$ cat config.mk
export PLATFORM = sky130hd
export DESIGN_NAME = paper_fetch_exec
export DESIGN_NICKNAME = d
export VERILOG_FILES = /design/src/rtl/paper_pkg.sv /design/src/rtl/paper_fetch_exec.sv
export SDC_FILE = /design/constraint.sdc
export NUM_CORES = 1
export LEC_CHECK = 0
export CORE_ASPECT_RATIO = 1.2
export CORE_UTILIZATION = 45
export CTS_CLUSTER_SIZE = 14
export DETAILED_ROUTE_END_ITERATION = 10
export DONT_BUFFER_PORTS = 1
export PLACE_DENSITY = 0.66
export SLEW_MARGIN = 20
export SYNTH_ARGS = -nofsm -noshare
export SYNTH_HDL_FRONTEND = slang
export SYNTH_SLANG_ARGS = --single-unit
$ cat constraint.sdc
create_clock -name clk -period 3.3 [get_ports clk]
set_input_delay 0 -clock clk [delete_from_list [all_inputs] [get_ports clk]]
set_output_delay 0 -clock clk [all_outputs]
set_load 0.05 [all_outputs]
$ cat src/rtl/paper_pkg.sv
// Shared opcode and state definitions for the paper processor fetch/execute sequencer.
package paper_pkg;

  localparam logic [1:0] OP_INC = 2'b00;
  localparam logic [1:0] OP_JNO = 2'b01;
  localparam logic [1:0] OP_HLT = 2'b10;
  localparam logic [1:0] OP_ILL = 2'b11;

  typedef enum logic [2:0] {
    ST_IDLE    = 3'd0,
    ST_FETCH   = 3'd1,
    ST_EXEC    = 3'd2,
    ST_OPERAND = 3'd3,
    ST_HALT    = 3'd4
  } state_t;

  function automatic logic is_busy(input state_t s);
    return (s == ST_FETCH) || (s == ST_EXEC) || (s == ST_OPERAND);
  endfunction

endpackage

$ cat src/rtl/paper_fetch_exec.sv
// Fetch/execute sequencer reading the 4x2-bit instruction ROM (INC, JNO, HLT; 11 is a NOP).
// Define PAPER_STEP_EN to add a `step` input that gates each FETCH for single-stepping.
module paper_fetch_exec
  import paper_pkg::*;
#(
  parameter int ADDR_W = 2,
  parameter int ACC_W  = 4
) (
  input  logic              clk,
  input  logic              rst_n,
  input  logic              run,
`ifdef PAPER_STEP_EN
  input  logic              step,
`endif
  output logic [ADDR_W-1:0] addr,
  input  logic [1:0]        data,
  output logic [ACC_W-1:0]  acc,
  output logic              ovf,
  output logic              busy,
  output logic              halted
);

  state_t            state;
  logic [ADDR_W-1:0] pc;
  logic [1:0]        ir;
  logic              fetch_go;

`ifdef PAPER_STEP_EN
  assign fetch_go = step;
`else
  assign fetch_go = 1'b1;
`endif

  assign addr = pc;

  // busy/halted are registered alongside the state they describe.
  always_ff @(posedge clk) begin
    if (!rst_n) begin
      state  <= ST_IDLE;
      pc     <= '0;
      ir     <= '0;
      busy   <= 1'b0;
      halted <= 1'b0;
    end else begin
      unique case (state)
        ST_IDLE: begin
          if (run) begin
            state <= ST_FETCH;
            busy  <= is_busy(ST_FETCH);
          end
        end
        ST_FETCH: begin
          if (fetch_go) begin
            ir    <= data;
            pc    <= pc + ADDR_W'(1);
            state <= ST_EXEC;
          end
        end
        ST_EXEC: begin
          unique case (ir)
            OP_JNO: state <= ST_OPERAND;
            OP_HLT: begin
              state  <= ST_HALT;
              busy   <= is_busy(ST_HALT);
              halted <= 1'b1;
            end
            default: state <= ST_FETCH;
          endcase
        end
        ST_OPERAND: begin
          // pc already points at the operand word; overflow skips it.
          pc    <= ovf ? pc + ADDR_W'(1) : ADDR_W'(data);
          state <= ST_FETCH;
        end
        ST_HALT: ;
        default: begin
          state  <= ST_IDLE;
          busy   <= 1'b0;
          halted <= 1'b0;
        end
      endcase
    end
  end

  // Only INC touches the accumulator/flag; JNO, HLT and the illegal word leave them alone.
  always_ff @(posedge clk) begin
    if (!rst_n) begin
      acc <= '0;
      ovf <= 1'b0;
    end else if (state == ST_EXEC && ir == OP_INC) begin
      {ovf, acc} <= {1'b0, acc} + (ACC_W+1)'(1);
    end
  end

endmodule
# Word level (Yosys, flattened, before mapping)
# Cells that the tools add are included.
# totals
reg_bits,14
inputBits,5
out_inout_bits,9
wordCells,39
# classes
addsub,2
n_eq_ne,8
n_mux,10
n_bitwise,3
n_reduce_logical,9
# op_table
op,n
one-hot mux 3 bit (5 select lines),1
"== test 3 x 2 -> 1 bit, second input constant",2
one-hot mux 3 bit (2 select lines),1
"adder 4 x 1 -> 5 bit, second input constant",1
one-hot mux 2 bit (2 select lines),1
AND reduction 2 bit,2
OR reduction 4 bit,1
"== test 3 x 1 -> 1 bit, second input constant",1
"== test 3 bit, second input constant",1
logical NOT 3 bit,1
2-to-1 mux 1 bit,3
2-to-1 mux 3 bit,1
inverter 1 bit,3
one-hot mux 1 bit (3 select lines),1
AND reduction 3 bit,1
OR reduction 3 bit,1
"adder 2 x 1 -> 2 bit, second input constant",1
"== test 2 x 1 -> 1 bit, second input constant",1
"== test 2 bit, second input constant",1
logical NOT 2 bit,1
2-to-1 mux 2 bit,1
"inequality test 2 x 1 -> 1 bit, second input constant",1
"inequality test 2 bit, second input constant",1
one-hot mux 1 bit (2 select lines),1
2 further kinds,2

# Longest topological paths before layout
# Gate-level depths: netlist of run 1.
# depth
ltp_word,4
depth_mapped,4
mapped_depth_nobuf,4

# Least setup slack after synthesis of run 1
# No wires, ideal clock.
# synth_timing
path_type,register -> register
start,register ovf
end,"register pc[0], in the netlist addr[0]"
setup_ns,0.074
t_arrival_ns,1.355
required_ns,3.226
path_slack_ns,1.870
stages_incl_launch_ff,4
path_buffers,0
synth_period_minus_slack_ns,1.430
cell_sequence,dfxtp_1 -> and2b_2 -> or3_1 -> a31oi_1
# synth_via
elab_chain_cells,2
# synth_lines
element,line_no,rtl
"start, declared",paper_fetch_exec.sv:18,"output logic ovf,"
"start signal, assigned",paper_fetch_exec.sv:91,"{ovf, acc} <= {1'b0, acc} + (ACC_W+1)'(1);"
2-to-1 mux 2 bit,paper_fetch_exec.sv:72,pc <= ovf ? pc + ADDR_W'(1) : ADDR_W'(data);
one-hot mux 2 bit (2 select lines),paper_fetch_exec.sv:45,unique case (state)
"end signal, assigned",paper_fetch_exec.sv:55,pc <= pc + ADDR_W'(1);
"end signal, assigned",paper_fetch_exec.sv:72,
"end, declared",paper_fetch_exec.sv:24,logic [ADDR_W-1:0] pc;
# Every way passes these cells.
# A chain may end at the register's enable or synchronous reset.

# Worst setup path in the final report of run 1
# layout_timing
start,register state[2]
end,register ir[0]
# layout_via
elab_chain_cells,1
# layout_lines
element,line_no,rtl
"start, declared",paper_fetch_exec.sv:23,state_t state;
"start signal, assigned",paper_fetch_exec.sv:39,state <= ST_IDLE;
"start signal, assigned",paper_fetch_exec.sv:48,state <= ST_FETCH;
"start signal, assigned",paper_fetch_exec.sv:56,state <= ST_EXEC;
== test 3 x 1 -> 1 bit,paper_fetch_exec.sv:45,
"end signal, assigned",paper_fetch_exec.sv:54,ir <= data;
"end, declared",paper_fetch_exec.sv:25,logic [1:0] ir;
# Every way passes these cells.

==> run_results.csv, run 1 <==
group,metric,value,unit
detailed_routing,totalWireLength,1.42,mm
detailed_routing,dr.pass1.iters,4,
finish,final_common_cell,"dfxtp_1",
setup_path,endpoint_kind,"register",
setup_path,required,3.52,ns
setup_path,cp_slowest_cell,"dfxtp_1",
synth,ys_seq_area_share,38.8,%
finish,area_growth,12.7,%
floorplanning,core.rowCount,15,
setup_path,critical_path_peak_fanout,11,
cts,clk_path_buf_depth,2,
timing,max_freq,569,MHz
detailed_routing,dr.first_iter.drc_count,4,
detailed_routing,routedWlPerCell,13.5,microns
power_and_ir_drop,irDropWorstVdd,0.288,mV
power_and_ir_drop,cellLeakagePower,0.000286,uW
synth,syn-num-nets,88,
cts,cts_root_buf,"clkbuf_4",
detailed_routing,viasPerCell,5.56,
global_routing,overflow,0,
timing,rsz0062_at_grt,"no",
timing,finalHoldViolCount,0,
placement,gp_congestion,0.648,
cts,cts.sinks,14,
run_status,outcome,"finished, final reports clean",
setup_path,crit_type,"reg -> reg",
cts,clkLatencyLatePin,0.27,ns
global_routing,grt_usage,18.6,%
timing,tightest_slew,0.599,ns
global_routing,grt_pass1_wl,2.29,mm
global_routing,grt_max_degree,13,
setup_path,slowest_delay,0.62,ns
detailed_routing,drc,0,
cts,htree_levels,1,
finish,antenna_cells,0,
floorplanning,die_area,1770,sq um
finish,fillCellCount,147,
global_routing,grt_pass1_vias,586,
placement,portBuffers,0,
timing,min_period,1.76,ns
finish,layout.nets,95,
floorplanning,fp.dieW,38.6,microns
synth,ys_types,29,
cts,cts_tree,"built",
synth,syn_area,722,sq um
finish,utilization,55.6,%
synth,ys_warn_count,0,
floorplanning,start_util,49.3,%
finish,final_cell_mix,"14 x dfxtp_1, 10 x nand2_1, 6 x a21oi_1, 6 x dlygate4sd3_1",
timing,fin_crit_sh,53.3,%
job,cap_violations,0,
timing,finClkSkew,0.00237,ns
floorplanning,core,1460,sq um
finish,multi_input_area,400,sq um
timing,drv_slew,0,
cts,cts_buffers,3,
synth,synth.avg_cell_area,8.80,sq um
floorplanning,die_h,45.9,microns
worst_hold_path,min_path_type,"in -> reg",
floorplanning,ios,14,
power_and_ir_drop,p_per_area,457,nW/um^2
cts,clk_pin_slew,0.08,ns
cts,cts_resized,0,
finish,regArea,280,sq um
timing,slew_headroom,60.0,%
setup_path,start_kind,"register",
global_routing,antenna_found_initial,0,
finish,drive_gt1_share,10.2,%
setup_path,crit_chain,"nand2b_1, o21ai_0, a21oi_1, dlygate4sd3_1",
timing,setup_viol,0,
synth,netlist_instances,82,
placement,dpl.hpwl,980,microns
detailed_routing,num_vias,584,
timing,tns,0,ns
setup_path,crit_arrival,1.98,ns
detailed_routing,ant_nets,0,
synth,synth_seq_cells,14,
registers in the layout, summed over array words and instances, names as in the netlist:
signal / count
ovf: 1
state: 3
addr: 2
ir: 2
halted: 1
acc: 4
busy: 1
power by group:
group	switching (uW)	leakage [uW]	total, uW	internal [uW]
clock network	53.1	0.0000210	120	67.0
registers	31.9	0.000114	210	178
logic	20.6	0.000151	41.9	21.3
critical path, delay by kind of cell, from the launching register on:
family | cells | cell delay [ns]
buffers and inverters | 1 | 0.55
DFF | 1 | 0.62
and+or+nand+nor | 1 | 0.26
AOI/OAI and AO/OA | 2 | 0.27
Yosys cell counts:
| cell | instances | area share [%] |
|---|---|---|
| dfxtp_1 | 14 | 39 |
| ha_1 | 1 | 1.7 |
| o21ai_0 | 5 | 3.5 |
| or3_1 | 1 | 0.87 |
| inv_1 | 4 | 2.1 |
| a31oi_1 | 1 | 0.87 |
| nand3_1 | 4 | 2.8 |
| mux2i_1 | 5 | 6.9 |
| nand2b_1 | 5 | 4.3 |
| buf_2 | 3 | 2.1 |
| or3b_4 | 1 | 1.6 |
| a22oi_1 | 1 | 1.0 |
| a21oi_1 | 6 | 4.2 |
| nor3_4 | 1 | 2.3 |
| o21a_1 | 1 | 1.0 |
| o32ai_1 | 1 | 1.2 |
| a21o_1 | 1 | 1.0 |
| nor3_1 | 1 | 0.69 |
| nor2_1 | 2 | 1.0 |
| and4bb_2 | 1 | 1.7 |
| o21ai_1 | 1 | 0.69 |
| nor2b_1 | 4 | 3.5 |
| nor4_4 | 1 | 2.9 |
| buf_6 | 1 | 1.6 |
| nand2_1 | 10 | 5.2 |
| nand4_1 | 1 | 0.87 |
| o31a_1 | 1 | 1.2 |
| nor3b_1 | 3 | 3.1 |
| and2b_2 | 1 | 1.2 |
per-layer routing:
metal	vias to the layer above	part of all wire, %	global-route usage (%)
met4	0	1.1	9.66
li1	298	-	-
met3	2	3.0	5.39
met1	275	45	19.0
met2	9	51	33.0
met5	-	0	0
timing repair:
item,in CTS,in global routing
endpoints found under the hold margin,12,0
hold buffers,6,0
buffers inserted,0,0
final timing paths:
kind                  from  endpoint  slack [ns]  depth (start not counted)
setup / recovery  state[2]     ir[0]        1.54                          4
hold / removal         run      busy        0.08                          3
setup reg to reg  state[2]     ir[0]        1.54                          4
hold reg to reg   state[1]  state[0]        0.62                          2
logic make-up after synthesis:
logic type / share of synthesized area [%]
flip-flops: 38.8
buffers and inverters: 5.72
adder cells (fa/ha/maj): 1.73
AO/OA/AOI/OAI: 14.7
multiplexers: 6.93
AND/OR/NAND/NOR: 32.1
final cells by class:
class                      count  area share, %
multi-input combinational     60           49.2
sequential                    14           34.5
timing repair buffer           6           7.38
clock buffer                   4           4.46
tap                           17           2.62
inverter                       4           1.85
metrics by stage:
| step | power (uW) | instances | worst slack, ns | cell area (sq um) | hold WS, ns |
|---|---|---|---|---|---|
| 2_1_floorplan | 243 | 82 | 1.87 | 722 | 0.136 |
| 3_5_place_dp | 247 | 95 | 1.77 | 717 | 0.149 |
| 6_report | 372 | 105 | 1.54 | 813 | 0.0847 |
| 3_3_place_gp | 245 | 95 | 1.80 | 717 | 0.140 |
| 5_1_grt | 393 | 105 | 1.40 | 813 | 0.120 |
| 4_1_cts | 376 | 105 | 1.59 | 813 | 0.0821 |
Power figures use the tool's default switching activity.
==> run 2, diff against run 1 <==
--- a/config.mk
+++ b/config.mk
@@ -10,7 +10,7 @@
 export CTS_CLUSTER_SIZE = 14
 export DETAILED_ROUTE_END_ITERATION = 10
 export DONT_BUFFER_PORTS = 1
-export PLACE_DENSITY = 0.66
+export PLACE_DENSITY = 0.68
 export SLEW_MARGIN = 20
 export SYNTH_ARGS = -nofsm -noshare
 export SYNTH_HDL_FRONTEND = slang
==> constraint.sdc (replaced) <==
create_clock -name clk -period 1.6 [get_ports clk]
set_input_delay 0 -clock clk [delete_from_list [all_inputs] [get_ports clk]]
set_output_delay 0 -clock clk [all_outputs]
set_load 0.05 [all_outputs]
==> run 2 against run 1 <==
Effect of this change:
- global-route usage rose by 0.42 points
- cell area rose by 6.8%
- die area did not move
- final cell count rose by 7.6%
- clock power rose by 120%
- fmax rose by 24%
- critical endpoint is now acc[3]
- sequential share of layout area fell by 2.2 points
- sequential power rose by 86%
- first-iteration DRC count rose to 4.0 times the previous value
- via count rose by 4.6%
- critical path type unchanged
- hold slack got worse by 0.033 ns
- flip-flop and latch count did not move
==> run_results.csv, run 2 (synthesis results as in run 1) <==
group,metric,value,unit
run_status,outcome,"finished, final reports clean",
finish,largest_register,"acc",
floorplanning,die_area,1770,sq um
detailed_routing,routedWlPerCell,12.2,microns
floorplanning,core.rowCount,15,
setup_path,r2r-end,"acc[3]",
worst_hold_path,hold_depth,3,
timing,tightest_slew,0.411,ns
setup_path,timing.rr.start,"state[1]",
cts,cts_buffers,3,
timing,finClkSkew,0.00407,ns
setup_path,endpoint_kind,"register",
placement,gp_congestion,0.747,
power_and_ir_drop,cellLeakagePower,0.000326,uW
floorplanning,die_h,45.9,microns
global_routing,grt_max_degree,13,
global_routing,antenna_found_initial,0,
global_routing,overflow,0,
setup_path,cp-endpoint,"acc[3]",
cts,clk_path_buf_depth,2,
timing,finalHoldViolCount,0,
finish,final_cell_mix,"14 x dfxtp_1, 10 x nand2_1, 10 x buf_4",
setup_path,worst_r2r_path_depth,3,
floorplanning,ios,14,
cts,cts_setup_buffers,0,
placement,portBuffers,0,
detailed_routing,viasPerCell,5.41,
cts,cts_root_buf,"clkbuf_4",
setup_path,crit_arrival,1.64,ns
detailed_routing,num_vias,611,
setup_path,crit_type,"reg -> reg",
detailed_routing,dr.pass1.iters,4,
cts,cts_resized,0,
timing,tns,0,ns
timing,setup_viol,0,
cts,clkLatencyLatePin,0.28,ns
timing,fin_crit_sh,88.9,%
floorplanning,fp.dieW,38.6,microns
timing,drv_slew,0,
timing,slew_headroom,72.5,%
detailed_routing,drc,0,
setup_path,slowest_delay,0.47,ns
placement,dpl.hpwl,1.02,mm
finish,largest_register_ffs,4,
power_and_ir_drop,p_per_area,907,nW/um^2
placement,place_area,792,sq um
finish,layout.nets,103,
timing,min_period,1.42,ns
setup_path,cp-startpoint,"state[1]",
setup_path,start_kind,"register",
finish,final_common_cell,"dfxtp_1",
job,cap_violations,0,
floorplanning,start_util,49.3,%
timing,max_freq,703,MHz
floorplanning,core,1460,sq um
setup_path,critical_path_peak_fanout,10,
finish,final_area,868,sq um
finish,area_growth,20.3,%
cts,clk_pin_slew,0.09,ns
timing,rsz0062_at_grt,"no",
cts,cts_tree,"built",
detailed_routing,dr.first_iter.drc_count,16,
detailed_routing,ant_nets,0,
power_and_ir_drop,irDropWorstVdd,0.491,mV
setup_path,reg2reg_setup_slack,0.18,ns
setup_path,crit_chain,"or3b_4, nor4_4, mux2i_1",
cts,htree_levels,1,
global_routing,grt_usage,19.0,%
setup_path,cp_slowest_cell,"dfxtp_1",
finish,drive_gt1_share,19.8,%
cts,cts.sinks,14,
worst_hold_path,min_path_type,"in -> reg",
setup_path,required,1.82,ns
cts,ctsHoldBuffers,4,
global_routing,grt_pass1_vias,551,
detailed_routing,totalWireLength,1.38,mm
global_routing,grt_pass1_wl,2.28,mm
finish,antenna_cells,0,
finish,largestRegisters,"acc x4, state x3",
run 2: how the worst min path moves through the flow:
| stage | from | endpoint |
|---|---|---|
| floorplan | data[0] | ir[0] |
| global placement | data[1] | ir[1] |
| detailed placement | data[1] | ir[1] |
| CTS | run | busy |
| global route | run | busy |
| finish | run | busy |
run 2: layout make-up:
cell class                      instances  area, sq um
Fill cell                             129          596
Tap cell                               17         21.3
Multi-Input combinational cell         60          400
Inverter                                4         15.0
Timing Repair Buffer                   14          115
Sequential cell                        14          280
Clock buffer                            4         36.3
run 2: where the power goes:
group	switching (uW)	leakage [uW]	internal [uW]
Combinational	84.3	0.000191	54.2
Sequential	23.9	0.000114	366
Clock	120	0.0000210	139
Total	228	0.000326	559
run 2: layer usage:
metal | vias to the layer above | routed length (microns) | GRT usage (%)
met1 | 281 | 614 | 24.8
li1 | 313 | - | -
met5 | - | 0 | 0
met4 | 0 | 46 | 14.5
met2 | 12 | 674 | 27.3
met3 | 5 | 49 | 2.94
run 2: per-stage QoR:
| step | hold slack [ns] | setup WS (ns) | cells | util [%] | power [uW] |
|---|---|---|---|---|---|
| 2_1_floorplan | 0.136 | 0.170 | 82 | - | 501 |
| 3_3_place_gp | 0.138 | 0.250 | 105 | 54.1 | 522 |
| 3_5_place_dp | 0.148 | 0.196 | 105 | 54.1 | 525 |
| 4_1_cts | 0.0541 | 0.167 | 113 | 59.3 | 794 |
| 5_1_grt | 0.0904 | 0.101 | 113 | 59.3 | 836 |
| 6_report | 0.0519 | 0.177 | 113 | 59.3 | 787 |
run 2: critical path, delay by kind of cell, from the launching register on:
kind             cells  cell delay (ns)
DFF                  1             0.47
muxes                1             0.21
and+or+nand+nor      2             0.68
==> run 3, diff against run 2 <==
--- a/config.mk
+++ b/config.mk
@@ -10,7 +10,7 @@
 export CTS_CLUSTER_SIZE = 14
 export DETAILED_ROUTE_END_ITERATION = 10
 export DONT_BUFFER_PORTS = 1
-export PLACE_DENSITY = 0.68
+export PLACE_DENSITY = 0.66
 export SLEW_MARGIN = 20
 export SYNTH_ARGS = -nofsm -noshare
 export SYNTH_HDL_FRONTEND = slang
==> constraint.sdc (replaced) <==
create_clock -name clk -period 1.55 [get_ports clk]
set_input_delay 0 -clock clk [delete_from_list [all_inputs] [get_ports clk]]
set_output_delay 0 -clock clk [all_outputs]
set_load 0.05 [all_outputs]
==> run 3 against run 2 <==
Effect of this change:
- fmax is 7.1% higher
- cell area is 0.14% higher
- via count is 1.1% higher
- wire length is 2.7% higher
- critical path type unchanged
- critical endpoint unchanged
==> run_results.csv, run 3 (synthesis results as in run 1) <==
group,metric,value,unit
floorplanning,start_util,49.3,%
finish,largest_register_ffs,4,
timing,drv_slew,0,
setup_path,required,1.75,ns
finish,layout.nets,105,
detailed_routing,drc,0,
cts,htree_levels,1,
cts,cts_buffers,3,
cts,clkLatencyLatePin,0.27,ns
job,cap_violations,0,
power_and_ir_drop,irDropWorstVdd,0.553,mV
finish,final_cell_mix,"14 x dfxtp_1, 12 x buf_4, 10 x nand2_1",
timing,setup_viol,0,
global_routing,grt_pass1_wl,2.41,mm
detailed_routing,viasPerCell,5.42,
placement,portBuffers,0,
global_routing,overflow,0,
floorplanning,die_area,1770,sq um
timing,finClkSkew,0.00402,ns
placement,gp_congestion,0.735,
cts,cts_tree,"built",
setup_path,start_kind,"register",
detailed_routing,dr.first_iter.drc_count,15,
floorplanning,fp.dieW,38.6,microns
timing,setup_slack,0.221,ns
floorplanning,core.rowCount,15,
timing,rsz0062_at_grt,"no",
timing,fin_crit_sh,85.7,%
detailed_routing,ant_nets,0,
cts,clk_pin_slew,0.08,ns
setup_path,cp_slowest_cell,"or3b_4",
placement,post-place-ws,0.235,ns
detailed_routing,num_vias,618,
global_routing,grt_usage,19.5,%
setup_path,slowest_delay,0.44,ns
cts,cts_setup_buffers,0,
finish,drive_gt1_share,20.6,%
power_and_ir_drop,p_per_area,863,nW/um^2
detailed_routing,dr.pass1.iters,5,
cts,clk_path_buf_depth,2,
global_routing,antenna_found_initial,0,
cts,cts.sinks,14,
setup_path,endpoint_kind,"register",
timing,max_freq,753,MHz
timing,tightest_slew,0.433,ns
placement,dpl.hpwl,1.03,mm
finish,largestRegisters,"acc x4, state x3",
timing,slew_headroom,71.1,%
power_and_ir_drop,total_power,751,uW
global_routing,grt_max_degree,13,
detailed_routing,totalWireLength,1.42,mm
cts,cts_resized,0,
finish,final_common_cell,"dfxtp_1",
setup_path,crit_chain,"or3b_4, nor4_4, mux2i_1",
timing,tns,0,ns
setup_path,critical_path_peak_fanout,11,
finish,largest_register,"acc",
cts,ctsHoldBuffers,4,
floorplanning,ios,14,
detailed_routing,routedWlPerCell,12.5,microns
timing,min_period,1.33,ns
finish,area_growth,20.5,%
worst_hold_path,min_path_type,"in -> reg",
cts,cts_root_buf,"clkbuf_4",
timing,finalHoldViolCount,0,
finish,antenna_cells,0,
floorplanning,core,1460,sq um
floorplanning,die_h,45.9,microns
timing,whs,0.0719,ns
setup_path,crit_type,"reg -> reg",
power_and_ir_drop,cellLeakagePower,0.000329,uW
run_status,outcome,"finished, final reports clean",
setup_path,crit_arrival,1.53,ns
global_routing,grt_pass1_vias,599,
-- run 3: cell types whose count changed in the layout (fill, tap and decap cells not counted), sizes merged --
cell,delta
buf,+2
clkbuf,-1
-- run 3: layout make-up --
| cell class | count | area (sq um) |
|---|---|---|
| Tap cell | 17 | 21.3 |
| Multi-Input combinational cell | 60 | 400 |
| Sequential cell | 14 | 280 |
| Clock buffer | 3 | 22.5 |
| Inverter | 4 | 15.0 |
| Fill cell | 144 | 594 |
| Timing Repair Buffer | 16 | 130 |
-- run 3: per-layer routing --
metal	GRT usage [%]	routed length, microns	vias up
met3	2.94	34	2
li1	-	-	321
met2	32.7	711	9
met5	0	0	-
met4	10.3	12	0
met1	23.6	663	286
-- run 3: path summary, 6_finish.rpt --
| check | depth (start not counted) | startpoint | endpoint | slack, ns |
|---|---|---|---|---|
| min | 3 | run | busy | 0.07 |
| max | 3 | state[0] | acc[3] | 0.22 |
| max reg2reg | 3 | state[0] | acc[3] | 0.22 |
| min reg2reg | 2 | halted | halted | 0.48 |
-- run 3: worst max-delay path, delay by kind of cell, from the launching register on --
family        cells  cell delay [ns]
mux               1             0.20
simple gates      2             0.67
flops             1             0.40
-- run 3: power by group --
| group | internal [uW] | leakage [uW] | total [uW] | switching [uW] |
|---|---|---|---|---|
| registers | 378 | 0.000114 | 400 | 21.7 |
| clock network | 89.9 | 0.0000138 | 198 | 108 |
| logic | 60.5 | 0.000201 | 153 | 92.0 |
-- run 3: per-stage QoR --
stage | std cells | instance area [sq um] | util, %
2_1_floorplan | 82 | 722 | -
3_3_place_gp | 107 | 807 | 55.1
3_5_place_dp | 107 | 807 | 55.1
4_1_cts | 114 | 870 | 59.4
5_1_grt | 114 | 870 | 59.4
6_report | 114 | 870 | 59.4
